**config.mk**
```make
export PLATFORM = sky130hd
export DESIGN_NAME = ap_fifo_stream_tester_flat
export DESIGN_NICKNAME = d
export VERILOG_FILES = /design/src/rtl/ap_fifo_stream_tester_if.sv /design/src/rtl/ap_fifo_stream_tester.sv /design/src/flat_wrapper.sv
export SDC_FILE = /design/constraint.sdc
export NUM_CORES = 1
export LEC_CHECK = 0
export ABC_AREA = 1
export CAP_MARGIN = 20
export CORE_ASPECT_RATIO = 1.25
export CORE_MARGIN = 5
export CORE_UTILIZATION = 38
export DETAILED_ROUTE_END_ITERATION = 8
export PLACE_DENSITY = 0.69
export RECOVER_POWER = 100
export SLEW_MARGIN = 10
export SYNTH_ARGS = -nofsm -noshare
export SYNTH_HDL_FRONTEND = slang
export SYNTH_SLANG_ARGS = --single-unit
```
**constraint.sdc**
```tcl
create_clock -name ap_clk -period 5.5 [get_ports ap_clk]
set_input_delay 1.65 -clock ap_clk [delete_from_list [all_inputs] [get_ports ap_clk]]
set_output_delay 1.65 -clock ap_clk [all_outputs]
set_load 0.05 [all_outputs]
```
**src/rtl/ap_fifo_stream_tester_if.sv**
```systemverilog
// FIFO channel pair between the stream tester and the user IP (HLS ap_fifo naming).
// The master side is the tester, which sources in_V_V and sinks out_V_V.
interface ap_fifo_stream_tester_if #(
    parameter int DATA_W = 128
);
    logic [DATA_W-1:0] in_V_V_dout;
    logic              in_V_V_empty_n;
    logic              in_V_V_read;
    logic [DATA_W-1:0] out_V_V_din;
    logic              out_V_V_full_n;
    logic              out_V_V_write;

    modport master (
        output in_V_V_dout,
        output in_V_V_empty_n,
        input  in_V_V_read,
        input  out_V_V_din,
        output out_V_V_full_n,
        input  out_V_V_write
    );

    modport slave (
        input  in_V_V_dout,
        input  in_V_V_empty_n,
        output in_V_V_read,
        output out_V_V_din,
        input  out_V_V_full_n,
        output out_V_V_write
    );
endinterface

```
**src/rtl/ap_fifo_stream_tester.sv**
```systemverilog
// Counting-pattern source and loopback checker for one ap_fifo channel pair.
// Optional sink stalls: define AP_FIFO_STREAM_TESTER_BACKPRESSURE_EN.
module ap_fifo_stream_tester #(
    parameter int DATA_W  = 128,
    parameter int COUNT_W = 32
) (
    input  logic                   ap_clk,
    input  logic                   ap_rst,
    input  logic                   start,
    input  logic [COUNT_W-1:0]     num_words,
    ap_fifo_stream_tester_if.master fifo,
    output logic                   busy,
    output logic                   done,
    output logic [COUNT_W-1:0]     rx_count,
    output logic [COUNT_W-1:0]     err_count
);
    localparam int LANES = DATA_W / 32;

    typedef enum logic [1:0] {IDLE, RUN, DONE} state_t;

    state_t             state, state_next;
    logic [COUNT_W-1:0] words_q;
    logic [COUNT_W-1:0] tx_idx;
    logic [COUNT_W-1:0] rx_idx;
    logic [COUNT_W-1:0] err_q;
    logic               sink_ready;
    logic               pop;
    logic               push;
    logic               mismatch;

    // Lane i of word k carries k[31:0] + i; lane 0 sits at the LSBs.
    function automatic logic [DATA_W-1:0] pattern(input logic [COUNT_W-1:0] k);
        logic [DATA_W-1:0] w;
        logic [31:0]       base;
        base = 32'(k);
        w    = '0;
        for (int i = 0; i < LANES; i++) begin
            w[i*32 +: 32] = base + 32'(i);
        end
        return w;
    endfunction

`ifdef AP_FIFO_STREAM_TESTER_BACKPRESSURE_EN
    logic [15:0] lfsr;

    // Fibonacci LFSR, taps 16/14/13/11, free-running to stall the sink pseudo-randomly.
    always_ff @(posedge ap_clk or posedge ap_rst) begin
        if (ap_rst) begin
            lfsr <= 16'hACE1;
        end else begin
            lfsr <= {lfsr[14:0], lfsr[15] ^ lfsr[13] ^ lfsr[12] ^ lfsr[10]};
        end
    end

    assign sink_ready = lfsr[0];
`else
    assign sink_ready = 1'b1;
`endif

    assign fifo.in_V_V_empty_n = (state == RUN) && (tx_idx < words_q);
    assign fifo.out_V_V_full_n = (state == RUN) && (rx_idx < words_q) && sink_ready;
    assign fifo.in_V_V_dout    = pattern(tx_idx);

    assign pop      = fifo.in_V_V_read && fifo.in_V_V_empty_n;
    assign push     = fifo.out_V_V_write && fifo.out_V_V_full_n;
    assign mismatch = (fifo.out_V_V_din != pattern(rx_idx));

    always_comb begin
        // NOTE: default first so every path assigns state_next and no latch is inferred.
        state_next = state;
        case (state)
            IDLE: if (start) state_next = (num_words == '0) ? DONE : RUN;
            RUN:  if (push && (rx_idx + COUNT_W'(1) == words_q)) state_next = DONE;
            DONE: state_next = IDLE;
            default: state_next = IDLE;
        endcase
    end

    // NOTE: sequential state uses non-blocking assignments so all registers update together.
    always_ff @(posedge ap_clk or posedge ap_rst) begin
        if (ap_rst) begin
            state <= IDLE;
        end else begin
            state <= state_next;
        end
    end

    always_ff @(posedge ap_clk or posedge ap_rst) begin
        if (ap_rst) begin
            words_q <= '0;
            tx_idx  <= '0;
            rx_idx  <= '0;
            err_q   <= '0;
        end else if (state == IDLE && start) begin
            words_q <= num_words;
            tx_idx  <= '0;
            rx_idx  <= '0;
            err_q   <= '0;
        end else begin
            if (pop) tx_idx <= tx_idx + COUNT_W'(1);
            if (push) begin
                rx_idx <= rx_idx + COUNT_W'(1);
                if (mismatch && (err_q != '1)) err_q <= err_q + COUNT_W'(1);
            end
        end
    end

    // Every accepted word advances rx_idx, so it doubles as the visible word count.
    assign rx_count  = rx_idx;
    assign err_count = err_q;
    assign busy      = (state == RUN);
    assign done      = (state == DONE);
endmodule
```
**src/flat_wrapper.sv**
```systemverilog
// flat-port wrapper written by rule: the top's interface ports become plain ports
module ap_fifo_stream_tester_flat 
#(
    parameter int DATA_W  = 128,
    parameter int COUNT_W = 32
)
  (ap_clk, ap_rst, start, num_words, busy, done, rx_count, err_count, fifo_in_V_V_dout, fifo_in_V_V_empty_n, fifo_in_V_V_read, fifo_out_V_V_din, fifo_out_V_V_full_n, fifo_out_V_V_write);
  ap_fifo_stream_tester_if #(.DATA_W(DATA_W)) fifo_i ();
  input  logic ap_clk;
  input  logic ap_rst;
  input  logic start;
  input  logic [COUNT_W-1:0] num_words;
  output logic busy;
  output logic done;
  output logic [COUNT_W-1:0] rx_count;
  output logic [COUNT_W-1:0] err_count;
  output wire logic [$bits(fifo_i.in_V_V_dout)-1:0] fifo_in_V_V_dout;
  output wire logic [$bits(fifo_i.in_V_V_empty_n)-1:0] fifo_in_V_V_empty_n;
  input wire logic [$bits(fifo_i.in_V_V_read)-1:0] fifo_in_V_V_read;
  input wire logic [$bits(fifo_i.out_V_V_din)-1:0] fifo_out_V_V_din;
  output wire logic [$bits(fifo_i.out_V_V_full_n)-1:0] fifo_out_V_V_full_n;
  input wire logic [$bits(fifo_i.out_V_V_write)-1:0] fifo_out_V_V_write;
  assign fifo_in_V_V_dout = fifo_i.in_V_V_dout;
  assign fifo_in_V_V_empty_n = fifo_i.in_V_V_empty_n;
  assign fifo_i.in_V_V_read = fifo_in_V_V_read;
  assign fifo_i.out_V_V_din = fifo_out_V_V_din;
  assign fifo_out_V_V_full_n = fifo_i.out_V_V_full_n;
  assign fifo_i.out_V_V_write = fifo_out_V_V_write;
  ap_fifo_stream_tester #(.DATA_W(DATA_W), .COUNT_W(COUNT_W)) u_core (.ap_clk(ap_clk), .ap_rst(ap_rst), .start(start), .num_words(num_words), .fifo(fifo_i), .busy(busy), .done(done), .rx_count(rx_count), .err_count(err_count));
endmodule
```
=== After elaboration in Yosys (flattened, before gate mapping) ===
Cells that the tools add are included.
W data, S select, Z words.

* Register bits after elaboration: 130
* Latch bits: 0
* RAM bits: 0
* ROM bits: 0
* Input bits: 165
* Output and inout bits: 196
* Logic and storage cells: 46
* Memories: 0

* Add/subtract/negate cells: 7
* $mul: 0
* Divide/modulo/power cells: 0
* Magnitude comparators: 2
* Eq/ne operators: 7
* Shifts and indexed selects: 0
* Muxes and demuxes: 11
* Bitwise logic cells: 0
* Reduce and logical (&&, ||, !) cells: 14

{| class="wikitable"
|+ Operator list
! kind !! count
|-
| $mux W32 || 7
|-
| $add A32 B2 Y32 const B || 4
|-
| $ne A128 B128 Y1 || 1
|-
| $add A32 B1 Y32 const B || 3
|-
| $lt A32 B32 Y1 || 2
|-
| $eq A32 B32 Y1 || 1
|-
| $logic_not A32 Y1 || 1
|-
| $ne A32 B32 Y1 const B || 1
|-
| $logic_and A1 B1 Y1 || 7
|-
| $mux W2 || 3
|-
| $reduce_bool A2 Y1 || 3
|-
| $pmux W2 S2 || 1
|-
| $reduce_and A2 Y1 || 2
|-
| $eq A2 B1 Y1 const B || 1
|-
| $eq A2 B2 Y1 const B || 1
|-
| $logic_not A2 Y1 || 1
|-
| $ne A2 B1 Y1 const B || 1
|-
| $ne A2 B2 Y1 const B || 1
|}

=== Logic depth before layout (Yosys ltp) ===
* Depth after elaboration: 6
* Mapped depth: 22
* Mapped depth without buffers: 21

=== Worst setup path after synthesis ===
No wires, ideal clock.

* Path type: register -> output
* Start point: register u_core.tx_idx[0]
* End point: output port fifo_in_V_V_dout[124]
* Data arrival time: 3.317 ns
* Required time: 3.850 ns
* Path slack: 0.533 ns
* Stages on the path, launching flop included: 11
* Buffers on the path: 1
* Cells stage by stage: dfrtp_1 -> clkbuf_1 -> inv_1 -> ha_1 -> nor2_1 -> inv_1 -> nor3_1 -> nand3_1 -> nor2_1 -> nand2_1 -> xor2_1

* Cells in the longest elaborated chain, start to end: 1

{| class="wikitable"
|+ RTL lines
! item !! RTL line !! text
|-
| start, declared || ap_fifo_stream_tester.sv:23 || <nowiki>logic [COUNT_W-1:0] tx_idx;</nowiki>
|-
| start signal, assigned || ap_fifo_stream_tester.sv:100 || <nowiki>if (pop) tx_idx <= tx_idx + COUNT_W'(1);</nowiki>
|-
| $add A32 B2 Y32 || ap_fifo_stream_tester.sv:38 || <nowiki>w[i*32 +: 32] = base + 32'(i);</nowiki>
|-
| end, declared || flat_wrapper.sv:17 || <nowiki>output wire logic [$bits(fifo_i.in_V_V_dout)-1:0] fifo_in_V_V_dout;</nowiki>
|}

No other way between the ends.

=== Worst setup path after layout ===
* Start point: register u_core.tx_idx[1]
* End point: output port fifo_in_V_V_dout[119]

Same word-level chain as after synthesis.

==> flow_summary.json <==
{
  "rsz0062_at_grt": "no",
  "worst-setup-path-type": "flop to output port",
  "grt_pass1_wl_mm": 97.52,
  "post_drt_wl_per_cell_um": 21.66,
  "worstPathMaxFanout": 6,
  "post-cts-setup-buffers": 0,
  "yosysTopAreaCell": "dfrtp_1",
  "layout-drive-gt1-share": 0.04715,
  "synth_ff_type": "dfrtp_1",
  "post-synth-top-count-cell": "nand2_1",
  "outcome": "complete, but fails checks",
  "seqPwrFrac": 0.268,
  "fin_crit_sh": 0.9656,
  "synth_top_area_frac": 0.2377,
  "drv_cap": 3,
  "drc": 0,
  "drtAntennaViolNets": 0,
  "grt_max_degree": 67,
  "grt_pass1_vias": 15890,
  "ys_ff_latch": 130,
  "synthTopCellsByArea": "dfrtp_1, nand2_1, xor2_1",
  "core-area_mm2": 0.03545,
  "n_fill_cell": 3646,
  "pre_cts_ws_ps": 546.4,
  "synth_edf_count": 0,
  "regToRegEndpoint": "u_core.err_count[6]",
  "nets": 2748,
  "rows": 77,
  "setup-violations-final": 0,
  "hold_depth": 2,
  "utilization": 0.5169,
  "htreeDepth": 4,
  "clockBufferDepth": 2,
  "p_sw_frac": 0.4673,
  "viasPerCell": 5.295,
  "via_count": 15880,
  "cts.sink_count": 130,
  "reg2reg_depth": 19,
  "routabilityCongestion": 1.036,
  "synthArstFlopShare": 1.000,
  "io_pins": 361,
  "final-hold-violation-count": 0,
  "synth_cell_types": 51,
  "r2r_start": "u_core.rx_count[1]",
  "synth_area_mm2": 0.01369,
  "worst_path_max_delay_cell": "dlygate4sd3_1",
  "fp.dieH_um": 222.2,
  "area_growth_pct": 33.90,
  "synth_seq_area_share": 0.2377,
  "path_clk_slew_ps": 70,
  "initial_core_util": 0.3860,
  "hold_path_class": "flop to flop",
  "avgSynthCellArea_um2": 6.298,
  "path_cells": "inv_1 > ha_1 > a21oi_1 > inv_1 > nand3_1 > nor3_1 > nand2_1 > xor2_1 > dlygate4sd3_1",
  "worstPathRequired_ps": 3850,
  "ctsResizeCount": 0,
  "route.final.wire_length_mm": 64.98,
  "place_hpwl_mm": 53.11,
  "period_needed_ps": 5311,
  "finalSetupTns_ps": 0,
  "grt.overflow.total": 0,
  "combinationalPowerShare": 0.486,
  "slew_headroom": -0.7828,
  "crit_path_max_incr_delay_ps": 900,
  "cts_tree": "built",
  "min-delay-start": "u_core.words_q[15]",
  "drv_slew": 142,
  "internal_power_mw": 2.425,
  "antenna_found_initial": 4,
  "clock_latency_ps": 440,
  "arrival_ps": 3660,
  "whs_ps": 519.1,
  "critPathMostFrequentCell": "inv_1",
  "finClkSkew_ps": 15.19,
  "r2r_slack_ps": 730,
  "synth_fp_nets": 2410,
  "p_per_area_mw_per_mm2": 248.4,
  "die-width_um": 179.7,
  "track_usage": 0.3158,
  "violations": "capacitance limit, slew limit",
  "dr.pass1.iters": 5,
  "io_buffers": 360,
  "yosys_warnings": 0,
  "fmax_ghz": 0.1883,
  "worstMarginPinSlew_ps": 2674,
  "endpoint_kind": "output port",
  "ys_top_cells_by_count": "nand2_1, inv_1, nor2_1",
  "clk_root_buffer_cell": "clkbuf_16",
  "drt_iter0_drc": 1271,
  "p_leak_nw": 9.218,
  "finalWorstSetupSlack_ps": 189.0,
  "power.switching_mw": 2.127,
  "numCtsBuffers": 17,
  "start_kind": "flop",
  "netlist_instances": 2173,
  "dieArea_mm2": 0.03993,
  "clkPwrFrac": 0.246,
  "vdd_drop_max_v": 0.0002202,
  "holdBufCountCts": 0,
  "min_to": "u_core.words_q[15]"
}
==> how the worst max path moves through the flow <==
stage,startpoint,to,cells after the start
floorplan,ap_rst,u_core.err_count[0],1
global placement,u_core.tx_idx[13],fifo_in_V_V_dout[55],9
detailed placement,u_core.tx_idx[2],fifo_in_V_V_dout[55],11
CTS,u_core.tx_idx[2],fifo_in_V_V_dout[55],11
global route,u_core.tx_idx[4],fifo_in_V_V_dout[92],11
finish,u_core.tx_idx[1],fifo_in_V_V_dout[119],9
==> registers in the layout (all words and copies together) (netlist names) <==
| name | count |
|---|---|
| u_core.state | 2 |
| u_core.err_count | 32 |
| u_core.rx_count | 32 |
| u_core.words_q | 32 |
| u_core.tx_idx | 32 |
==> final cells by class <==
cell class | count | area (µm²) | share of cell area
repair buffers | 389 | 3789 | 0.2067
diodes | 2 | 5.005 | 0.0002731
inverters | 280 | 1051 | 0.05735
clock buffers | 18 | 439.2 | 0.02397
well taps | 474 | 593.1 | 0.03236
clock inverters | 14 | 128.9 | 0.007033
multi-input cells | 1693 | 9066 | 0.4947
flip-flops and latches | 130 | 3253 | 0.1775
==> cells in the final DEF, fill, tap and decap left out, types with 4 or more instances in the layout <==
| cell type | count |
|---|---|
| nor2_4 | 11 |
| buf_4 | 21 |
| ha_1 | 72 |
| nor2_2 | 18 |
| a21o_1 | 4 |
| dlygate4sd3_1 | 190 |
| xnor2_1 | 47 |
| nand4_1 | 65 |
| dfrtp_1 | 130 |
| inv_1 | 273 |
| o21ai_0 | 64 |
| nor2_1 | 201 |
| nor4_1 | 20 |
| or2_2 | 5 |
| nand3_1 | 148 |
| clkinvlp_4 | 5 |
| clkbuf_1 | 10 |
| nor3_1 | 39 |
| o21ai_1 | 7 |
| o22ai_1 | 31 |
| nand2_2 | 10 |
| clkbuf_16 | 17 |
| a21oi_1 | 68 |
| nand2_1 | 695 |
| nand3b_1 | 17 |
| clkdlybuf4s50_1 | 164 |
| inv_2 | 6 |
| xor2_1 | 135 |
==> cell families (layout without fill, tap and decap cells) <==
family / after synthesis / in the layout / synth area share
flip-flops: 130 / 130 / 0.2377
XOR/XNOR: 184 / 184 / 0.1193
multiplexers: 1 / 1 / 0.0007314
AO/OA/AOI/OAI: 188 / 188 / 0.07524
buffers and inverters: 350 / 701 / 0.1009
other: 0 / 2 / 0
AND/OR/NAND/NOR: 1248 / 1248 / 0.4003
adder cells (fa/ha/maj): 72 / 72 / 0.06583
==> per-layer routing <==
metal,vias to the layer above,track usage,wire length (µm)
met4,6,0.1709,3898
met3,144,0.06445,4574
met1,7379,0.3728,25420
li1,7646,-,-
met2,709,0.5383,31060
met5,-,0,32
==> power groups by stage <==
stage,Sequential (mW),Clock (mW),Combinational [mW]
6_report,1.22,1.12,2.21
5_1_grt,1.24,1.18,2.42
4_1_cts,1.22,1.14,2.26
3_5_place_dp,1.23,0,2.25
3_3_place_gp,1.23,0,2.22
2_1_floorplan,1.33,0,1.33
==> worst max-delay path: cells and delay by family (launching register included) <==
kind | cells | cell delay, ps
and+or+nand+nor | 3 | 1060
buffers and inverters | 3 | 1200
DFF | 1 | 460
adders and majority gates | 1 | 180
AOI/OAI and AO/OA | 1 | 110
xor gates and xnor gates | 1 | 200
==> stage by stage <==
step | std cells | instance area [µm²] | power [mW]
3_3_place_gp | 2965 | 17810 | 3.446
2_1_floorplan | 2173 | 13690 | 2.660
5_1_grt | 2998 | 18320 | 4.830
3_5_place_dp | 2965 | 17810 | 3.487
4_1_cts | 2997 | 18380 | 4.616
6_report | 3000 | 18330 | 4.552
Note: power is estimated with default switching activity, not from simulation.
